$ cat config.mk
export PLATFORM = sky130hd
export DESIGN_NAME = pc_sequencer
export DESIGN_NICKNAME = d
export VERILOG_FILES = /design/src/rtl/pc_sequencer_pkg.sv /design/src/rtl/pc_ret_stack.sv /design/src/rtl/pc_sequencer.sv
export SDC_FILE = /design/constraint.sdc
export NUM_CORES = 1
export LEC_CHECK = 0
export CORE_AREA = 2 2 58 60
export CTS_CLUSTER_SIZE = 10
export DETAILED_ROUTE_END_ITERATION = 8
export DIE_AREA = 0 0 60 62
export SLEW_MARGIN = 5
export SYNTH_ARGS = -nofsm -noshare
export SYNTH_HDL_FRONTEND = slang
export SYNTH_SLANG_ARGS = --single-unit
export TNS_END_PERCENT = 20
$ cat constraint.sdc
create_clock -name clk -period 1.9 [get_ports clk]
set_input_delay 0.38 -clock clk [delete_from_list [all_inputs] [get_ports clk]]
set_output_delay 0.38 -clock clk [all_outputs]
set_load 0.05 [all_outputs]
$ cat src/rtl/pc_sequencer_pkg.sv
// Shared types and defaults for the program-counter sequencer.
// Return-stack support is selected by PC_SEQUENCER_RET_STACK_EN.
package pc_sequencer_pkg;

  typedef enum logic [1:0] {
    ST_IDLE = 2'd0,
    ST_RUN  = 2'd1,
    ST_HALT = 2'd2
  } pc_state_e;

  localparam int                          PC_WIDTH_DEFAULT      = 12;
  localparam logic [PC_WIDTH_DEFAULT-1:0] PC_RESET_ADDR_DEFAULT = 12'h000;

endpackage

$ cat src/rtl/pc_ret_stack.sv
// LIFO return-address stack; used by pc_sequencer when PC_SEQUENCER_RET_STACK_EN is defined.
// Only the pointer is reset; entry contents are don't-care until pushed.
module pc_ret_stack
  import pc_sequencer_pkg::*;
#(
  parameter int WIDTH = PC_WIDTH_DEFAULT,
  parameter int DEPTH = 4
) (
  input  logic             clk,
  input  logic             rst_n,
  input  logic             push,
  input  logic             pop,
  input  logic [WIDTH-1:0] push_data,
  output logic             full,
  output logic             empty,
  output logic [WIDTH-1:0] top
);

  localparam int PW = $clog2(DEPTH + 1);
  localparam int AW = (DEPTH > 1) ? $clog2(DEPTH) : 1;

  logic [PW-1:0]    sp_reg, sp_next;
  logic [WIDTH-1:0] mem_reg [DEPTH];
  logic [AW-1:0]    wr_idx, rd_idx;

  assign full   = (sp_reg == PW'(DEPTH));
  assign empty  = (sp_reg == '0);
  assign wr_idx = sp_reg[AW-1:0];
  assign rd_idx = AW'(sp_reg - PW'(1));
  assign top    = mem_reg[rd_idx];

  always_comb begin
    sp_next = sp_reg;
    if (push && !full) begin
      sp_next = sp_reg + PW'(1);
    end else if (pop && !empty) begin
      sp_next = sp_reg - PW'(1);
    end
  end

  always_ff @(posedge clk or negedge rst_n) begin
    if (!rst_n) begin
      sp_reg <= '0;
    end else begin
      sp_reg <= sp_next;
    end
  end

  always_ff @(posedge clk) begin
    if (push && !full) begin
      mem_reg[wr_idx] <= push_data;
    end
  end

endmodule

$ cat src/rtl/pc_sequencer.sv
// Program-counter sequencer with IDLE/RUN/HALT control and jump/call/ret.
// Define PC_SEQUENCER_RET_STACK_EN to build the return stack; otherwise call acts as jump and ret is ignored.
module pc_sequencer
  import pc_sequencer_pkg::*;
#(
  parameter int               WIDTH       = PC_WIDTH_DEFAULT,
  parameter logic [WIDTH-1:0] RESET_ADDR  = WIDTH'(PC_RESET_ADDR_DEFAULT),
  parameter int               STACK_DEPTH = 4
) (
  input  logic             clk,
  input  logic             rst_n,
  input  logic             enable,
  input  logic             stall,
  input  logic             halt,
  input  logic             jump,
  input  logic [WIDTH-1:0] target,
  input  logic             call,
  input  logic             ret,
  output logic [WIDTH-1:0] pc,
  output logic [WIDTH-1:0] seq_addr,
  output logic             running,
  output logic             fault
);

  pc_state_e        state_reg, state_next;
  logic [WIDTH-1:0] pc_reg, pc_next;
  logic             fault_reg, fault_next;

  assign pc       = pc_reg;
  assign seq_addr = pc_reg + WIDTH'(1);
  assign running  = (state_reg == ST_RUN);
  assign fault    = fault_reg;

`ifdef PC_SEQUENCER_RET_STACK_EN
  logic             stk_push, stk_pop, stk_full, stk_empty;
  logic [WIDTH-1:0] stk_top;

  pc_ret_stack #(
    .WIDTH (WIDTH),
    .DEPTH (STACK_DEPTH)
  ) u_ret_stack (
    .clk       (clk),
    .rst_n     (rst_n),
    .push      (stk_push),
    .pop       (stk_pop),
    .push_data (seq_addr),
    .full      (stk_full),
    .empty     (stk_empty),
    .top       (stk_top)
  );
`else
  logic unused_cfg;
  assign unused_cfg = ^{ret, 1'(STACK_DEPTH)};
`endif

  always_comb begin
    state_next = state_reg;
    pc_next    = pc_reg;
    fault_next = fault_reg;
`ifdef PC_SEQUENCER_RET_STACK_EN
    stk_push   = 1'b0;
    stk_pop    = 1'b0;
`endif
    case (state_reg)
      ST_IDLE: begin
        if (enable) state_next = ST_RUN;
      end
      ST_RUN: begin
        if (enable) begin
          // halt still lets this cycle's advance complete
          if (halt) state_next = ST_HALT;
          if (!stall) begin
`ifdef PC_SEQUENCER_RET_STACK_EN
            if (ret) begin
              if (stk_empty) begin
                fault_next = 1'b1;
                state_next = ST_HALT;
              end else begin
                pc_next = stk_top;
                stk_pop = 1'b1;
              end
            end else if (call) begin
              if (stk_full) begin
                fault_next = 1'b1;
                state_next = ST_HALT;
              end else begin
                pc_next  = target;
                stk_push = 1'b1;
              end
            end else if (jump) begin
              pc_next = target;
            end else begin
              pc_next = seq_addr;
            end
`else
            if (call || jump) begin
              pc_next = target;
            end else begin
              pc_next = seq_addr;
            end
`endif
          end
        end
      end
      default: ;
    endcase
  end

  always_ff @(posedge clk or negedge rst_n) begin
    if (!rst_n) begin
      state_reg <= ST_IDLE;
      pc_reg    <= RESET_ADDR;
      fault_reg <= 1'b0;
    end else begin
      state_reg <= state_next;
      pc_reg    <= pc_next;
      fault_reg <= fault_next;
    end
  end

endmodule

== Word level (Yosys, flattened, before mapping) ==
Index checks and enable logic that the tools add are counted.

* Register bits after elaboration: 14

* Reductions and logical operators: 5
* Equal/unequal tests: 4
* $add $sub $neg: 1
* Bitwise logic cells: 1
* Muxes and demuxes: 5

{| class="wikitable"
|+ Operators with widths
! operator !! count
|-
| adder 12 x 1 -> 12 bit, second input constant || 1
|-
| two-way mux 12 bit || 1
|-
| two-way mux 2 bit || 3
|-
| inequality test 2 bit, second input constant || 3
|-
| case mux 2 bit (2 select lines) || 1
|-
| AND reduction 4 bit || 1
|-
| AND reduction 3 bit || 1
|-
| == test 2 x 1 -> 1 bit, second input constant || 1
|-
| zero test 2 bit || 1
|-
| nonzero test 2 bit || 1
|-
| logical OR 1 bit || 1
|-
| inverter 1 bit || 1
|}

== Depth between registers and ports, before layout ==
* Depth in word-level cells: 3
* Mapped depth: 6

== Least setup slack after synthesis ==
No wires, ideal clock.

* Path kind: register to output
* Start: reg pc_reg[3], in the netlist pc[3]
* End: out seq_addr[11]
* Stages on the path, launching flop included: 5
* Required time: 1520 ps
* Data arrival time: 2195 ps
* Setup slack: -675 ps
* Path through: dfrtp_1 buf_4 nand4_1 nor3_1 xor2_1

* Word-level cells in the longest chain between the ends: 1

{| class="wikitable"
|+ RTL lines
! item !! RTL line !! RTL
|-
| start: declaration || pc_sequencer.sv:26 || <nowiki>logic [WIDTH-1:0] pc_reg, pc_next;</nowiki>
|-
| start signal: assignment || pc_sequencer.sv:116 || <nowiki>pc_reg <= pc_next;</nowiki>
|-
| adder 12 x 1 -> 12 bit || pc_sequencer.sv:30 || <nowiki>assign seq_addr = pc_reg + WIDTH'(1);</nowiki>
|-
| end: declaration || pc_sequencer.sv:20 || <nowiki>output logic [WIDTH-1:0] seq_addr,</nowiki>
|}

Every way passes these cells.

== Worst setup path in the final report ==
* Start: reg pc_reg[0], in the netlist pc[0]
* End: out seq_addr[10]

Same word-level chain as after synthesis.

==> run metrics <==
worst vdd ir 1010 uV; Unique masters post-synth 35; Clock Sinks 14; Setup crit end kind primary output; pwr/cell area 1880 mW/mm^2; initial antenna violation count 0; Clk pin slew, worst setup/hold paths 0.09 ns; CP cell instances ha_4, nand2_2, buf_4, o31ai_2, buf_4, nand2_4, buf_12; final worst slack -0.0989 ns; grt ovf 0; post-synthesis async set-or-reset flop share 1.00; cell-internal power 1.74 mW; GRT Total Usage 0.165; Primary FF master, synth dfrtp_1; fin util 0.593; Worst Hold Class input pin to asynchronous set/reset pin; Psw 1.80 mW; DRT iter0 DRCs 31; final critical-path share of the clock period 1.05; Via density 4.96; Worst Path Max Fanout 3; Mapped Area 937 um^2; Period minus WS final 2.00 ns; most frequent cells in the layout buf_4 (36), clkdlybuf4s50_1 (18), buf_12 (11); row cnt 21; sequential fraction of the synthesis area 0.374; slowest library cell on the worst path dfrtp_2; outcome finished, violations left; Initial DRT Pass Iterations 4; Clk Latency, worst-skew pair 0.28 ns; count of final setup violators 6; largest buffer count on any clock path 2; CP startpoint kind register; Logic pwr share 0.769; I/O pin count 46; number of enable flip-flop cells after synthesis 0; WP data required 1.52 ns; crit path kind register to primary output; Max Freq 0.500 GHz; root buffer cell clkbuf_4; Area growth, synth to finish 101%; yosys warns 0; Detailed Route WL 3050 um; Clock Skew 0.00334 ns; DP HPWL 2140 um; total of max-cap violations 0; initial core utilization 0.295; final hold violation count 0; clock share of power 0.062; post-synthesis register bit count 14; DR vias 1082; Syn Inst Count 111; chip width 60 um; Die Span Y 62 um; first-pass GRT wire length 4600 um; largest net degree at the start of global routing 16; vias in the first global route 1016; DR DRC count 0; full die area 0.00372 mm^2; IO buf count 43; nets@finish 194; Routed WL per cell 14.0 um; core region area 0.00318 mm^2; CTS HTree Levels 1; clock buffer count from CTS 3; Pleak 0.779 nW; max reg flops 12; commonest non-fill, non-tap cell in the layout buf_4; Final Max Slew Viols 0; gpl congestion 0.767; sequential share of power 0.169; n_diodes 0; Critical Path Max Stage Delay 0.41 ns; Post-Syn Nets 132; final std cells w/o fill 218; Post-Syn Area per Cell 8.44 um^2; Worst EP arrival 1.62 ns; Cells after DPL 203; RSZ-0062 raised after global routing true; Switching Share 0.507; ANT nets after route 0; cell repeated most along the worst path buf_4; share of layout cells above drive strength 1 0.517; placed cell area 0.00171 mm^2; final instance area 0.00188 mm^2; fill cell count 269; TritonCTS clock tree yes; power consumption 3.54 mW; failing checks negative setup slack
stage by stage:
step / worst slack (ns) / hold slack (ns) / setup TNS [ns]
after detailed placement: 0.0631 / 0.530 / 0
after global routing: -0.179 / 0.435 / -0.969
after global placement: 0.0911 / 0.512 / 0
after floorplan: -0.155 / 0.0844 / -1.04
final: -0.0989 / 0.413 / -0.404
after CTS: -0.112 / 0.425 / -0.554
cell usage after synthesis, types with 3 or more instances:
master / count / share of area
nand4_1: 3 / 0.020
nor2_1: 10 / 0.040
nor4_1: 3 / 0.020
nand3_1: 4 / 0.021
dfrtp_1: 14 / 0.37
clkbuf_1: 5 / 0.020
xor2_1: 7 / 0.065
a21oi_1: 8 / 0.043
o2bb2ai_1: 3 / 0.028
a31oi_1: 4 / 0.027
nand2_1: 11 / 0.044
o21ai_0: 8 / 0.043
kinds of logic after synthesis:
family                   count (synthesis)  synth area share
multiplexers                             1            0.0120
other                                    1           0.00400
adder cells (fa/ha/maj)                  1            0.0133
flip-flops                              14             0.374
AND/OR/NAND/NOR                         42             0.238
buffers and inverters                   10            0.0507
AO/OA/AOI/OAI                           33             0.224
XOR/XNOR                                 9            0.0841
cell type report:
class	count	area [um^2]	share of cell area
clock buffer	4	36.3	0.0193
inverter	1	3.75	0.00199
multi-input combinational	87	742	0.394
sequential	14	363	0.193
tap	46	57.6	0.0305
timing repair buffer	66	682	0.362
what timing repair did:
item / CTS / global route
pin swaps: 3 / 5
endpoints found under the setup margin: 8 / 8
hold endpoints to repair: 0 / 0
setup buffers: 5 / 6
resized for setup: 7 / 5
hold buffers: 0 / 0
critical path: cells and delay by family, from the launching register on:
kind | cells | cell delay [ns]
buf+inv | 3 | 0.45
flops | 1 | 0.41
compound gates | 1 | 0.22
fa+ha+maj | 1 | 0.15
simple gates | 2 | 0.11
power groups by stage:
stage          registers (mW)  logic [mW]  clock network (mW)
3_5_place_dp            0.634        2.48                   0
4_1_cts                 0.622        2.63               0.224
5_1_grt                 0.621        2.83               0.238
6_report                0.597        2.72               0.220
3_3_place_gp            0.624        2.46                   0
2_1_floorplan            1.01        1.06                   0
path summary, 6_finish.rpt:
path,slack (ns),start,cells past startpoint,end
max in group asynchronous,1.29,rst_n,2,pc[9]
hold reg to reg,0.55,state_reg[1],1,state_reg[1]
setup reg to reg,0.33,pc[0],8,pc[10]
hold / removal,0.41,rst_n,2,pc[8]
min in group clk,0.55,state_reg[1],1,state_reg[1]
setup / recovery,-0.1,pc[0],7,seq_addr[10]
layer usage:
layer / wire length, um / GRT usage / vias up
met5: 0 / 0 / -
met1: 1250 / 0.214 / 514
met3: 160 / 0.0186 / 8
met2: 1550 / 0.280 / 39
met4: 82 / 0.0730 / 0
li1: - / - / 521
(Power assumes the default switching activity.)
